--- config.mk ---
export PLATFORM = sky130hd
export DESIGN_NAME = snn_tick_scheduler
export DESIGN_NICKNAME = d
export VERILOG_FILES = /design/src/rtl/snn_tick_scheduler.sv
export SDC_FILE = /design/constraint.sdc
export NUM_CORES = 1
export LEC_CHECK = 0
export BUFFER_PORTS_ARGS = -buffer_cell sky130_fd_sc_hd__buf_2
export CAP_MARGIN = 25
export CORE_ASPECT_RATIO = 1.1
export CORE_MARGIN = 2
export CORE_UTILIZATION = 40
export CTS_CLUSTER_DIAMETER = 50
export DETAILED_ROUTE_END_ITERATION = 6
export PLACE_DENSITY_LB_ADDON = 0.25
export REMOVE_ABC_BUFFERS = 1
export SYNTH_ARGS = -nofsm -noshare
export SYNTH_HDL_FRONTEND = slang
export SYNTH_SLANG_ARGS = --single-unit
--- constraint.sdc ---
create_clock -name wb_clk_i -period 2.7 [get_ports wb_clk_i]
set_input_delay 0.27 -clock wb_clk_i [delete_from_list [all_inputs] [get_ports wb_clk_i]]
set_output_delay 0.27 -clock wb_clk_i [all_outputs]
set_load 0.02 [all_outputs]
--- src/rtl/snn_tick_scheduler.sv ---
`timescale 1ns/1ps
// snn_tick_scheduler
// Wishbone-controlled timestep sequencer for the 2-core SNN. The host programs
// a tick count and core enables, then pulses START. Each tick waits for IMEM to
// report that the input spikes are loaded. Every enabled core, in ascending
// order, is then scanned: integrate over all axons, fire, and capture into OMEM.
module snn_tick_scheduler #(
   parameter int          NUM_AXONS  = 256,
   parameter int          NUM_CORES  = 2,
   parameter logic [31:0] CSR_BASE   = 32'h80050000,
   parameter int          TICK_WIDTH = 16
) (
   input  logic                         wb_clk_i,
   input  logic                         wb_rst_i,
   input  logic                         wbs_cyc_i,
   input  logic                         wbs_stb_i,
   input  logic                         wbs_we_i,
   input  logic [3:0]                   wbs_sel_i,
   input  logic [31:0]                  wbs_adr_i,
   input  logic [31:0]                  wbs_dat_i,
   output logic                         wbs_ack_o,
   output logic [31:0]                  wbs_dat_o,
   input  logic                         spike_ready_i,
   output logic                         core_sel_o,
   output logic [$clog2(NUM_AXONS)-1:0] axon_idx_o,
   output logic                         integrate_en_o,
   output logic                         fire_en_o,
   output logic                         latch_spikes_o,
   output logic                         busy_o,
   output logic                         irq_o
);

   localparam int              AW         = $clog2(NUM_AXONS);
   localparam logic [AW-1:0]   LAST_AXON  = AW'(NUM_AXONS - 1);
   localparam logic [1:0]      OFF_CTRL   = 2'd0;
   localparam logic [1:0]      OFF_NTICKS = 2'd1;
   localparam logic [1:0]      OFF_STATUS = 2'd2;
   // Only the two-core arrangement is sequenced by this revision.
   localparam logic            CORES_OK   = (NUM_CORES == 2);

   typedef enum logic [2:0] {
      S_IDLE,
      S_WAIT_IN,
      S_INTEGRATE,
      S_FIRE,
      S_CAPTURE,
      S_DONE
   } state_t;

   state_t                  state_q, state_d;
   logic                    core_sel_q, core_sel_d;
   logic [AW-1:0]           axon_idx_q, axon_idx_d;
   logic [TICK_WIDTH-1:0]   tick_cnt_q, tick_cnt_d;
   logic [TICK_WIDTH-1:0]   ntick_q, ntick_d;
   logic                    en0_q, en0_d;
   logic                    en1_q, en1_d;
   logic                    done_q, done_d;
   logic                    ack_q, ack_d;
   logic [31:0]             dat_q, dat_d;

   logic                    in_window;
   logic                    accept;
   logic                    wr;
   logic                    rd;
   logic                    busy;
   logic [1:0]              offset;
   logic                    wr_ctrl;
   logic                    start_req;
   logic                    abort_req;
   logic                    done_clr;
   logic                    done_set;
   logic                    done_restart;
   logic [TICK_WIDTH-1:0]   tick_inc;
   logic [15:0]             tick_status;
   logic [31:0]             rdata;
   logic                    unused_bits;

   // Bus decode: a request is accepted only when no ack is in flight, so a held
   // strobe yields an ack every other cycle.
   assign offset      = wbs_adr_i[3:2];
   assign in_window   = wbs_cyc_i && wbs_stb_i && (wbs_adr_i[31:4] == CSR_BASE[31:4]);
   assign accept      = in_window && !ack_q;
   assign wr          = accept && wbs_we_i;
   assign rd          = accept && !wbs_we_i;
   assign wr_ctrl     = wr && (offset == OFF_CTRL) && wbs_sel_i[0];
   assign start_req   = wr_ctrl && wbs_dat_i[0];
   assign abort_req   = wr_ctrl && wbs_dat_i[1];
   assign done_clr    = wr && (offset == OFF_STATUS) && wbs_sel_i[0] && wbs_dat_i[1];
   assign busy        = (state_q == S_WAIT_IN) || (state_q == S_INTEGRATE) ||
                        (state_q == S_FIRE)    || (state_q == S_CAPTURE);
   assign tick_inc    = (&tick_cnt_q) ? tick_cnt_q : tick_cnt_q + TICK_WIDTH'(1);
   assign tick_status = 16'(tick_cnt_q);
   assign unused_bits = ^{wbs_adr_i[1:0], wbs_dat_i, wbs_sel_i, CORES_OK};

   // Configuration registers: enables and tick count are frozen during a run.
   always_comb begin
      en0_d   = en0_q;
      en1_d   = en1_q;
      ntick_d = ntick_q;
      if (wr_ctrl && !busy) begin
         en0_d = wbs_dat_i[2];
         en1_d = wbs_dat_i[3];
      end
      if (wr && (offset == OFF_NTICKS) && !busy) begin
         for (int b = 0; b < TICK_WIDTH; b++) begin
            if (wbs_sel_i[b / 8]) begin
               ntick_d[b] = wbs_dat_i[b];
            end
         end
      end
   end

   // Read mux and single-cycle ack; read data is zero whenever no ack is driven.
   always_comb begin
      rdata = 32'd0;
      case (offset)
         OFF_CTRL:   rdata = {28'd0, en1_q, en0_q, 2'b00};
         OFF_NTICKS: rdata = 32'(ntick_q);
         OFF_STATUS: rdata = {tick_status, 14'd0, done_q, busy};
         default:    rdata = 32'd0;
      endcase
      ack_d = accept;
      dat_d = rd ? rdata : 32'd0;
   end

   // Sequencer next state: tick/core/axon walk, with ABORT overriding everything.
   always_comb begin
      state_d      = state_q;
      core_sel_d   = core_sel_q;
      axon_idx_d   = axon_idx_q;
      tick_cnt_d   = tick_cnt_q;
      done_set     = 1'b0;
      done_restart = 1'b0;
      case (state_q)
         S_IDLE: begin
            if (start_req && !abort_req) begin
               tick_cnt_d = '0;
               if ((ntick_q != '0) && (en0_d || en1_d)) begin
                  state_d      = S_WAIT_IN;
                  core_sel_d   = !en0_d;
                  done_restart = 1'b1;
               end else begin
                  state_d = S_DONE;
               end
            end
         end
         S_WAIT_IN: begin
            if (spike_ready_i) begin
               state_d    = S_INTEGRATE;
               axon_idx_d = '0;
            end
         end
         S_INTEGRATE: begin
            axon_idx_d = axon_idx_q + AW'(1);
            if (axon_idx_q == LAST_AXON) begin
               state_d = S_FIRE;
            end
         end
         S_FIRE: begin
            state_d = S_CAPTURE;
         end
         S_CAPTURE: begin
            if (!core_sel_q && en1_q) begin
               // Second core reuses the inputs already loaded for this tick.
               core_sel_d = 1'b1;
               state_d    = S_INTEGRATE;
            end else begin
               tick_cnt_d = tick_inc;
               if (tick_inc == ntick_q) begin
                  state_d = S_DONE;
               end else begin
                  core_sel_d = !en0_q;
                  state_d    = S_WAIT_IN;
               end
            end
         end
         S_DONE: begin
            done_set = 1'b1;
            state_d  = S_IDLE;
         end
         default: begin
            state_d = S_IDLE;
         end
      endcase
      if (abort_req && (state_q != S_IDLE)) begin
         state_d  = S_IDLE;
         done_set = 1'b0;
      end
      done_d = done_q;
      if (done_clr || done_restart) begin
         done_d = 1'b0;
      end
      if (done_set) begin
         done_d = 1'b1;
      end
   end

   // Sequencer and status state.
   always_ff @(posedge wb_clk_i or posedge wb_rst_i) begin
      if (wb_rst_i) begin
         state_q    <= S_IDLE;
         core_sel_q <= 1'b0;
         axon_idx_q <= '0;
         tick_cnt_q <= '0;
         done_q     <= 1'b0;
      end else begin
         state_q    <= state_d;
         core_sel_q <= core_sel_d;
         axon_idx_q <= axon_idx_d;
         tick_cnt_q <= tick_cnt_d;
         done_q     <= done_d;
      end
   end

   // Bus response and configuration registers.
   always_ff @(posedge wb_clk_i or posedge wb_rst_i) begin
      if (wb_rst_i) begin
         ack_q   <= 1'b0;
         dat_q   <= 32'd0;
         en0_q   <= 1'b0;
         en1_q   <= 1'b0;
         ntick_q <= '0;
      end else begin
         ack_q   <= ack_d;
         dat_q   <= dat_d;
         en0_q   <= en0_d;
         en1_q   <= en1_d;
         ntick_q <= ntick_d;
      end
   end

   assign wbs_ack_o      = ack_q;
   assign wbs_dat_o      = dat_q;
   assign core_sel_o     = core_sel_q;
   assign axon_idx_o     = axon_idx_q;
   assign integrate_en_o = (state_q == S_INTEGRATE);
   assign fire_en_o      = (state_q == S_FIRE);
   assign latch_spikes_o = (state_q == S_CAPTURE);
   assign busy_o         = busy;
   assign irq_o          = done_q;

endmodule

# Yosys cells after proc, flatten, opt, wreduce, memory -nomap -nowiden
# Cells that the tools add are included.
# totals
ff_bits,80
word_cells,106
out_inout_bits,47
inputBits,74
# op_classes
n_addsub,2
eq_ne,18
reduce_logical,45
muxes,30
# op_table
op,count
32-bit one-hot mux with 3 select lines,1
16-bit two-way mux,3
32-bit two-way mux,1
16-bit one-hot mux with 2 select lines,1
"28-bit == test, second input constant",1
3-bit two-way mux,7
1-bit logical AND,19
"16-bit by 1-bit adder with 16-bit output, second input constant",1
16-bit == test,1
8-bit one-hot mux with 2 select lines,1
16-bit AND reduction,1
16-bit nonzero test,1
3-bit one-hot mux with 5 select lines,1
1-bit two-way mux,13
"8-bit by 1-bit adder with 8-bit output, second input constant",1
"8-bit == test, second input constant",1
8-bit two-way mux,1
"2-bit inequality test, second input constant",4
1-bit zero test,7
"3-bit by 2-bit == test with 1-bit output, second input constant",2
"3-bit == test, second input constant",2
"3-bit inequality test, second input constant",2
2-bit AND reduction,3
3-bit AND reduction,2
12 further kinds,18

# Depth between registers and ports, before layout
# Gate-level depths: netlist (run 1).
# depth
word_depth,16
depth_mapped,11
depth_no_buf,9

# Least setup slack after synthesis (run 1)
# No wires, ideal clock.
# synth_timing
path_kind,reg-to-reg
startpoint,register tick_cnt_q[0]
endpoint,register core_sel_q (netlist: core_sel_o)
setup_time_ns,0.120
arrival_time_ns,2.254
required_ns,2.580
stages_incl_launch_ff,10
synth_period_minus_slack_ns,2.374
slack_ns,0.326
path_cell_list,dfrtp_1 > ha_1 > nand3_2 > nor4_4 > buf_6 > mux2i_1 > nand4_1 > nor4_1 > nand4_1 > a31o_1
# synth_between
elab_chain_len,5
# synth_lines
element,line_no,rtl
"start, declared",53,"logic [TICK_WIDTH-1:0] tick_cnt_q, tick_cnt_d;"
"start signal, assigned",210,tick_cnt_q <= tick_cnt_d;
16-bit by 1-bit adder with 16-bit output or 16-bit AND reduction (tied branches),91,assign tick_inc = (&tick_cnt_q) ? tick_cnt_q : tick_cnt_q + TICK_WIDTH'(1);
16-bit two-way mux *,91,
16-bit == test *,169,if (tick_inc == ntick_q) begin
3-bit inequality test (no line) *,--,
4-bit AND reduction (no line) *,--,
"end signal, assigned",208,core_sel_q <= core_sel_d;
"end, declared",51,"logic core_sel_q, core_sel_d;"
# Every way passes the cells marked *; elsewhere a longest branch is shown, timed or not.
# A chain may end at the register's enable or synchronous reset.

# Worst setup path after layout (run 1)
# layout_timing
startpoint,register tick_cnt_q[4]
endpoint,register state_q[2]
# layout_between
elab_chain_len,7
# layout_lines
element,line_no,rtl
16-bit by 1-bit adder with 16-bit output or 16-bit AND reduction (tied branches),91,
16-bit two-way mux *,91,
16-bit == test *,169,
3-bit two-way mux *,169,
3-bit two-way mux *,163,if (!core_sel_q && en1_q) begin
3-bit one-hot mux with 5 select lines *,134,case (state_q)
3-bit two-way mux *,185,if (abort_req && (state_q != S_IDLE)) begin
"end signal, assigned",207,state_q <= state_d;
"end, declared",50,"state_t state_q, state_d;"
# Marked as above.

==> impl_metrics.yaml, run 1 <==
outcome:
  violations: "hold timing"
  status: "finished, violations left"
floorplanning:
  die_y_um: 113
  die_w_um: 103
  die-area_um2: 11700
  rows: 39
  start_util: 0.414
  coreArea_um2: 10400
  ios: 121
global_route:
  gr-total-overflow: 0
  grt_util_all_layers: 0.207
  grt_max_degree: 47
  grt_pass1_vias: 3781
  antenna_found_initial: 0
  grt_pass1_wl_um: 18600
logic_synthesis:
  synthArstFlopShare: 1.00
  synth-seq-cells: 80
  syn_inst: 444
  synth_area_per_cell_um2: 9.74
  ys_warn_count: 0
  netlist_area_um2: 4320
  ys.flop_type: "dfrtp_1"
  yosysSeqAreaShare: 0.463
  synth.distinct_cells: 62
  synth-edff-count: 0
worst_setup_path:
  r2r_slack_ns: 0.12
  cp-startpoint: "tick_cnt_q[4]"
  crit_fanout: 5
  cpPeakStageDelay_ns: 0.38
  cp-start-kind: "flop"
  regToRegEndpoint: "state_q[2]"
  rr_startpoint: "tick_cnt_q[4]"
  critical_path_class: "flop to flop"
  r2r_cells: 9
  crit_chain: "buf_4, and4_1, nand4_1, nand2b_1, o2111ai_1, nor4b_1, nand4_1, buf_4, a21oi_1"
  cp_data_required_time_ns: 2.96
  crit_slowest_cell: "dfrtp_1"
  worstSetupEndpointType: "flop"
  cp.arrival_ns: 2.84
timing:
  setup_viol: 0
  min_period_over_period: 0.954
  fmax_mhz: 388
  tns_ns: 0
  tightest_slew_ns: 0.640
  clock_skew_ns: 0.00506
  relSlewSlack: 0.573
  hold_viol: 12
  rsz0062_at_grt: "false"
  min_period_ns: 2.58
  hold-worst-slack_ns: -0.0149
  maxSlewViolCount: 0
pwr:
  finalPower_mw: 3.85
  p_leak_nw: 2.70
  power_density_nw_per_um2: 705
  peakVddDrop_v: 0.000513
detailed_routing:
  drt_pass1_iterations: 5
  route.detailed.drc: 0
  vias: 3911
  wirelength_um: 11400
  antenna_left: 0
  drt_iter0_markers: 281
  routedWlPerCell_um: 16.1
  viasPerCell: 5.50
cts:
  clock-sinks: 80
  htreeDepth: 3
  cts_buffers: 9
  cts_max_path_buffers: 2
  root_buffer: "clkbuf_16"
  cts.clk_slew.worst_paths_ns: 0.06
  hold_buffers: 0
  clk-insertion-delay-late_ns: 0.34
  cts_tree: "yes"
placed_design:
  place.detailed.hpwl_um: 8680
  routabilityCongestion: 0.894
  port_buffers: 100
  placed_area_um2: 5110
cells_and_area:
  final_common_cell: "buf_2"
  mostFrequentLayoutCells: "buf_2, dfrtp_1, nand2_1"
  fillCellCount: 1006
  utilization: 0.523
  final_cell_area_um2: 5460
  nNetsFinal: 639
  diodes: 0
  syn_to_final_growth_pct: 26.3
  drive_above_1_share: 0.329
job:
  drv_cap: 0
worst_hold_path:
  min_path_type: "input port to async pin"
## cells in the mapped netlist, types with 2 or more instances
| cell type | n | area share |
|---|---|---|
| xor2_1 | 7 | 0.014 |
| and4b_1 | 3 | 0.0069 |
| ha_1 | 2 | 0.0058 |
| nor4b_1 | 2 | 0.0041 |
| buf_4 | 3 | 0.0052 |
| nor4_1 | 10 | 0.014 |
| and4_1 | 4 | 0.0081 |
| nor4bb_1 | 2 | 0.0046 |
| or2_2 | 2 | 0.0029 |
| nand3b_1 | 3 | 0.0052 |
| nor2b_1 | 4 | 0.0058 |
| clkbuf_1 | 8 | 0.0069 |
| mux2_2 | 18 | 0.047 |
| o2111ai_1 | 3 | 0.0061 |
| nand2_1 | 43 | 0.037 |
| mux2i_1 | 9 | 0.021 |
| nand3_1 | 26 | 0.030 |
| a22oi_1 | 2 | 0.0035 |
| nand4_1 | 8 | 0.012 |
| nor2_1 | 19 | 0.016 |
| a21o_1 | 3 | 0.0052 |
| o21ai_0 | 25 | 0.029 |
| xnor2_1 | 6 | 0.012 |
| buf_6 | 2 | 0.0052 |
| buf_2 | 12 | 0.014 |
| nor3_1 | 11 | 0.013 |
| a32o_1 | 5 | 0.012 |
| a31oi_1 | 6 | 0.0087 |
| nand4_2 | 2 | 0.0058 |
| and2_1 | 28 | 0.041 |
| nor3b_1 | 3 | 0.0052 |
| inv_1 | 17 | 0.015 |
| dfrtp_1 | 80 | 0.46 |
| o31ai_1 | 5 | 0.0087 |
| or3_1 | 3 | 0.0043 |
| and3_1 | 8 | 0.012 |
| a211o_1 | 2 | 0.0041 |
| a21oi_1 | 20 | 0.023 |
| nand2b_1 | 2 | 0.0029 |
| o22ai_1 | 4 | 0.0058 |
## worst max-delay path by stage
stage / endpoint / depth (start not counted)
after floorplan: core_sel_o / 8
after global placement: core_sel_o / 8
after detailed placement: core_sel_o / 8
after CTS: core_sel_o / 8
after global routing: state_q[2] / 8
final: state_q[2] / 9
## critical path, delay by kind of cell, from the launching register on
kind	cells	cell delay (ns)
buffers and inverters	2	0.35
AOI/OAI and AO/OA	2	0.29
DFF	1	0.38
and+or+nand+nor	5	1.46
## stage by stage
| stage | setup slack (ns) | instances | hold WS, ns |
|---|---|---|---|
| 2_1_floorplan | 0.203 | 418 | 0.343 |
| 3_3_place_gp | 0.118 | 692 | 0.364 |
| 3_5_place_dp | 0.0606 | 692 | 0.376 |
| 4_1_cts | 0.0420 | 708 | 0.0134 |
| 5_1_grt | 0.000933 | 711 | 0.0417 |
| 6_report | 0.123 | 711 | -0.0149 |
## cell families (layout without fill, tap and decap cells)
kind of cell	count (synthesis)	in the layout	share of synthesized area
xor+xnor	13	13	0.0263
mux	28	28	0.0703
compound gates	88	88	0.135
fa+ha+maj	2	2	0.00579
buf+inv	43	167	0.0472
simple gates	190	190	0.252
flops	80	80	0.463
## report_power, final
group	switching [mW]	total (mW)	internal, mW
clock network	0.461	1.22	0.762
registers	0.143	1.45	1.31
logic	0.702	1.18	0.473
total	1.31	3.85	2.55
## flip-flops by register name, summed over array words and instances (netlist names)
signal	count
wbs_dat_o	32
ntick_q	16
tick_cnt_q	16
axon_idx_o	8
state_q	3
core_sel_o	1
en0_q	1
en1_q	1
irq_o	1
wbs_ack_o	1
## timing repair
item	4_1_cts	5_1_grt
endpoints found under the setup margin	0	2
gates resized for setup	0	7
buffers inserted	0	3
## layout make-up
type                       count  area, um^2  area share
inverter                      17        65.1      0.0119
sequential                    80        2010       0.367
tap                          143         179      0.0328
timing repair buffer         134         768       0.141
clock inverter                 5        55.1      0.0101
clock buffer                  11         253      0.0463
multi-input combinational    321        2130       0.391
## per-layer routing
| layer | GRT usage | part of all wire |
|---|---|---|
| met5 | 0 | 0 |
| met4 | 0.0912 | 0.021 |
| met3 | 0.0309 | 0.059 |
| met2 | 0.336 | 0.50 |
| met1 | 0.271 | 0.42 |
(Power assumes the default switching activity.)
==> run 2, diff against run 1 <==
- CORE_MARGIN: 2 -> unset
==> run 2 against run 1 <==
The run still ends with hold timing left. Core utilization grew 1.0 points. Register-to-register slack barely moved. Total power increased by 5.7%. Largest cell class unchanged.
==> impl_metrics.yaml, run 2 (synthesis results as in run 1) <==
cts:
  clk-insertion-delay-late_ns: 0.34
  cts_max_path_buffers: 2
  cts.clk_slew.worst_paths_ns: 0.06
  hold_buffers: 0
  root_buffer: "clkbuf_16"
  clock-sinks: 80
  cts_buffers: 9
  htreeDepth: 3
  cts_tree: "yes"
pwr:
  power_density_nw_per_um2: 731
  p_leak_nw: 2.76
  peakVddDrop_v: 0.000466
cells_and_area:
  syn_to_final_growth_pct: 28.8
  largest_reg_flops: 32
  diodes: 0
  nNetsFinal: 647
  fillCellCount: 997
  final_common_cell: "buf_2"
  drive_above_1_share: 0.335
  mostFrequentLayoutCells: "buf_2, dfrtp_1, nand2_1"
worst_setup_path:
  cp_common_cell: "buf_4"
  r2r_cells: 10
  critical_path_class: "flop to flop"
  regToRegEndpoint: "state_q[2]"
  rr_startpoint: "tick_cnt_q[2]"
  path_buf_inv: 3
  crit_slowest_cell: "dfrtp_1"
  r2r_slack_ns: 0.11
  cpLargestDelayFamily: "simple AND/OR/NAND/NOR gates"
  cp.arrival_ns: 2.85
  cpPeakStageDelay_ns: 0.43
  crit_chain: "buf_4, and3_2, nand4_1, nand2b_1, buf_4, a222oi_1, and4b_1, nand4_1, buf_4, a21oi_1"
  crit_fanout: 6
  cp_data_required_time_ns: 2.96
  cp-start-kind: "flop"
  worstSetupEndpointType: "flop"
global_route:
  gr-total-overflow: 0
  grt_pass1_wl_um: 19200
  grt_max_degree: 48
  grt_pass1_vias: 3892
  grt_util_all_layers: 0.223
  antenna_found_initial: 0
detailed_routing:
  vias: 3912
  routedWlPerCell_um: 16.2
  drt_pass1_iterations: 4
  wirelength_um: 11700
  viasPerCell: 5.44
  antenna_left: 0
  route.detailed.drc: 0
  drt_iter0_markers: 163
floorplanning:
  coreArea_um2: 10400
  die_y_um: 111
  ios: 121
  start_util: 0.414
  die_w_um: 101
  rows: 39
  die-area_um2: 11200
timing:
  min_period_over_period: 0.958
  setup_viol: 0
  tns_ns: 0
  clock_skew_ns: 0.00540
  min_period_ns: 2.59
  hold-worst-slack_ns: -0.0244
  relSlewSlack: 0.586
  tightest_slew_ns: 0.621
  fmax_mhz: 386
  hold_viol: 18
  rsz0062_at_grt: "false"
  maxSlewViolCount: 0
outcome:
  violations: "hold timing"
  status: "finished, violations left"
placed_design:
  routabilityCongestion: 0.954
  port_buffers: 100
  place.detailed.hpwl_um: 8740
worst_hold_path:
  min_path_type: "input port to async pin"
job:
  drv_cap: 0
## run 2: how the worst max path moves through the flow
stage / cells after the start / startpoint / slack [ns] / to
5_1_grt: 10 / tick_cnt_q[2] / 0.005 / core_sel_o
6_report: 10 / tick_cnt_q[2] / 0.11 / state_q[2]
3_3_place_gp: 8 / tick_cnt_q[0] / 0.16 / core_sel_o
3_5_place_dp: 8 / tick_cnt_q[1] / 0.09 / core_sel_o
2_1_floorplan: 8 / tick_cnt_q[0] / 0.20 / core_sel_o
4_1_cts: 8 / tick_cnt_q[1] / 0.09 / core_sel_o
## run 2: final cells by class
type	instances	area, um^2	share of cell area
Tap cell	143	179	0.0321
Multi-Input combinational cell	322	2150	0.387
Sequential cell	80	2000	0.360
Clock buffer	11	243	0.0436
Inverter	17	65.1	0.0117
Timing Repair Buffer	141	821	0.147
Clock inverter	5	104	0.0186
## run 2: per-layer routing
metal  routed length (um)  track usage  vias to the layer above
met5                    0            0                        -
met4                  215       0.0850                        0
met3                  480       0.0347                       15
met2                 5800        0.373                      109
met1                 5170        0.286                     1922
li1                     -            -                     1866
## run 2: power by group
group	switching (mW)	internal [mW]	total (mW)
combinational	0.713	0.499	1.21
sequential	0.143	1.31	1.45
clock	0.475	0.928	1.40
total	1.33	2.74	4.07
## run 2: per-stage QoR
step | cells | setup slack, ns | utilization | instance area (um^2) | power (mW)
final | 719 | 0.112 | 0.533 | 5570 | 4.07
after floorplan | 418 | 0.203 | - | 4180 | 2.17
after CTS | 714 | 0.0857 | 0.527 | 5500 | 4.08
after global placement | 698 | 0.157 | 0.494 | 5150 | 2.63
after detailed placement | 698 | 0.0913 | 0.494 | 5150 | 2.67
after global routing | 719 | 0.00489 | 0.533 | 5570 | 4.28
## run 2: repair_timing
action,CTS,global route
endpoints found under the setup margin,0,1
setup buffers,0,4
gates resized for setup,0,7
==> run 3, diff against run 2 <==
- SETUP_SLACK_MARGIN: unset -> 0.2
==> run 3 against run 2 <==
The run still ends with hold timing left. Register-to-register slack improved by 0.15 ns. Sequential share of layout area decreased by 2.0 points. First-iteration DRC count increased by 12%. Hold slack about the same. Core utilization increased by 3.3 points. Clock-buffer cell count unchanged. Sequential power about the same. Die area unchanged. Non-clock buffer count increased by 24. Largest cell class unchanged.
==> impl_metrics.yaml, run 3 (synthesis results as in run 1) <==
outcome:
  status: "finished, violations left"
  violations: "hold timing"
cts:
  htreeDepth: 3
  clk-insertion-delay-late_ns: 0.34
  root_buffer: "clkbuf_16"
  cts.clk_slew.worst_paths_ns: 0.06
  hold_buffers: 0
  cts_tree: "yes"
  cts_buffers: 9
  cts_max_path_buffers: 2
  clock-sinks: 80
worst_setup_path:
  cp-startpoint: "tick_cnt_q[1]"
  rr_startpoint: "tick_cnt_q[1]"
  cp.arrival_ns: 2.67
  cp-start-kind: "flop"
  worstSetupEndpointType: "flop"
  cp_data_required_time_ns: 2.93
  crit_fanout: 7
  critical_path_class: "flop to flop"
floorplanning:
  rows: 39
  die_w_um: 101
  die_y_um: 111
  coreArea_um2: 10400
  ios: 121
  die-area_um2: 11200
  start_util: 0.414
detailed_routing:
  vias: 4087
  viasPerCell: 5.50
  route.detailed.drc: 0
  routedWlPerCell_um: 16.6
  drt_iter0_markers: 183
  antenna_left: 0
  wirelength_um: 12300
  drt_pass1_iterations: 5
global_route:
  grt_max_degree: 48
  grt_pass1_wl_um: 19600
  grt_pass1_vias: 3943
  antenna_found_initial: 0
  grt_util_all_layers: 0.227
  gr-total-overflow: 0
timing:
  tns_ns: 0
  tightest_slew_ns: 0.615
  setup_viol: 0
  clock_skew_ns: 0.00858
  hold_viol: 19
  min_period_ns: 2.44
  hold-worst-slack_ns: -0.0239
  maxSlewViolCount: 0
  rsz0062_at_grt: "true"
  fmax_mhz: 410
  min_period_over_period: 0.904
  relSlewSlack: 0.590
  setup_ws_ns: 0.260
cells_and_area:
  syn_to_final_growth_pct: 36.8
  final_common_cell: "buf_2"
  mostFrequentLayoutCells: "buf_2, dfrtp_1, buf_4"
  drive_above_1_share: 0.393
  largest_reg_flops: 32
  fillCellCount: 958
  diodes: 0
  nNetsFinal: 671
placed_design:
  pre_cts_ws_ns: 0.0913
  port_buffers: 100
  routabilityCongestion: 0.954
  place.detailed.hpwl_um: 8740
job:
  drv_cap: 0
pwr:
  peakVddDrop_v: 0.000464
  power_density_nw_per_um2: 712
  p_leak_nw: 2.95
worst_hold_path:
  min_path_type: "input port to async pin"
[run 3: where the power goes]
part | leakage, nW | switching [mW] | total (mW) | internal (mW)
clock network | 0.170 | 0.474 | 1.40 | 0.929
registers | 1.08 | 0.159 | 1.47 | 1.32
logic | 1.70 | 0.757 | 1.34 | 0.579
total | 2.95 | 1.39 | 4.21 | 2.82
[run 3: worst max-delay path: stages, from the launching register on]
cell,delay (ns)
dfrtp_1,0.41
buf_6,0.15
and4_4,0.23
nand2_1,0.11
or3_1,0.36
a222oi_1,0.36
and4b_1,0.25
nand4_1,0.22
a31o_1,0.24
[run 3: final timing paths]
check                                       to  slack [ns]  cells past startpoint
worst min register to register   axon_idx_o[7]        0.51                      1
worst min-delay path                 wbs_ack_o       -0.02                      2
worst max register to register      core_sel_o        0.26                      8
min in group wb_clk_i              ntick_q[11]        0.16                      2
worst max-delay path                core_sel_o        0.26                      8
max in group asynchronous       tick_cnt_q[13]        2.07                      3
[run 3: cell type report]
type | count | area (um^2) | area share
multi-input combinational | 322 | 2270 | 0.383
clock inverter | 5 | 104 | 0.0176
clock buffer | 11 | 243 | 0.0410
tap | 143 | 179 | 0.0303
sequential | 80 | 2010 | 0.340
inverter | 17 | 65.1 | 0.0110
timing repair buffer | 165 | 1050 | 0.177
[run 3: layer usage]
layer / up-vias / GRT usage / wire (um)
li1: 1920 / - / -
met1: 1990 / 0.293 / 5380
met2: 148 / 0.378 / 6070
met3: 29 / 0.0340 / 545
met4: 0 / 0.0860 / 339
met5: - / 0 / 0
[run 3: repair_timing]
item	CTS	global route
setup endpoints to repair	1	2
cloned	1	0
resized for setup	5	38
pin swaps	5	19
setup buffers	6	22
[run 3: metrics by stage]
stage | utilization | total power, mW | hold slack [ns] | area, um^2 | cells
detailed placement | 0.494 | 2.67 | 0.364 | 5150 | 698
global placement | 0.494 | 2.63 | 0.360 | 5150 | 698
finish | 0.566 | 4.21 | -0.0239 | 5910 | 743
global route | 0.566 | 4.42 | 0.0361 | 5910 | 743
floorplan | - | 2.17 | 0.343 | 4180 | 418
CTS | 0.534 | 4.10 | 0.00184 | 5580 | 721
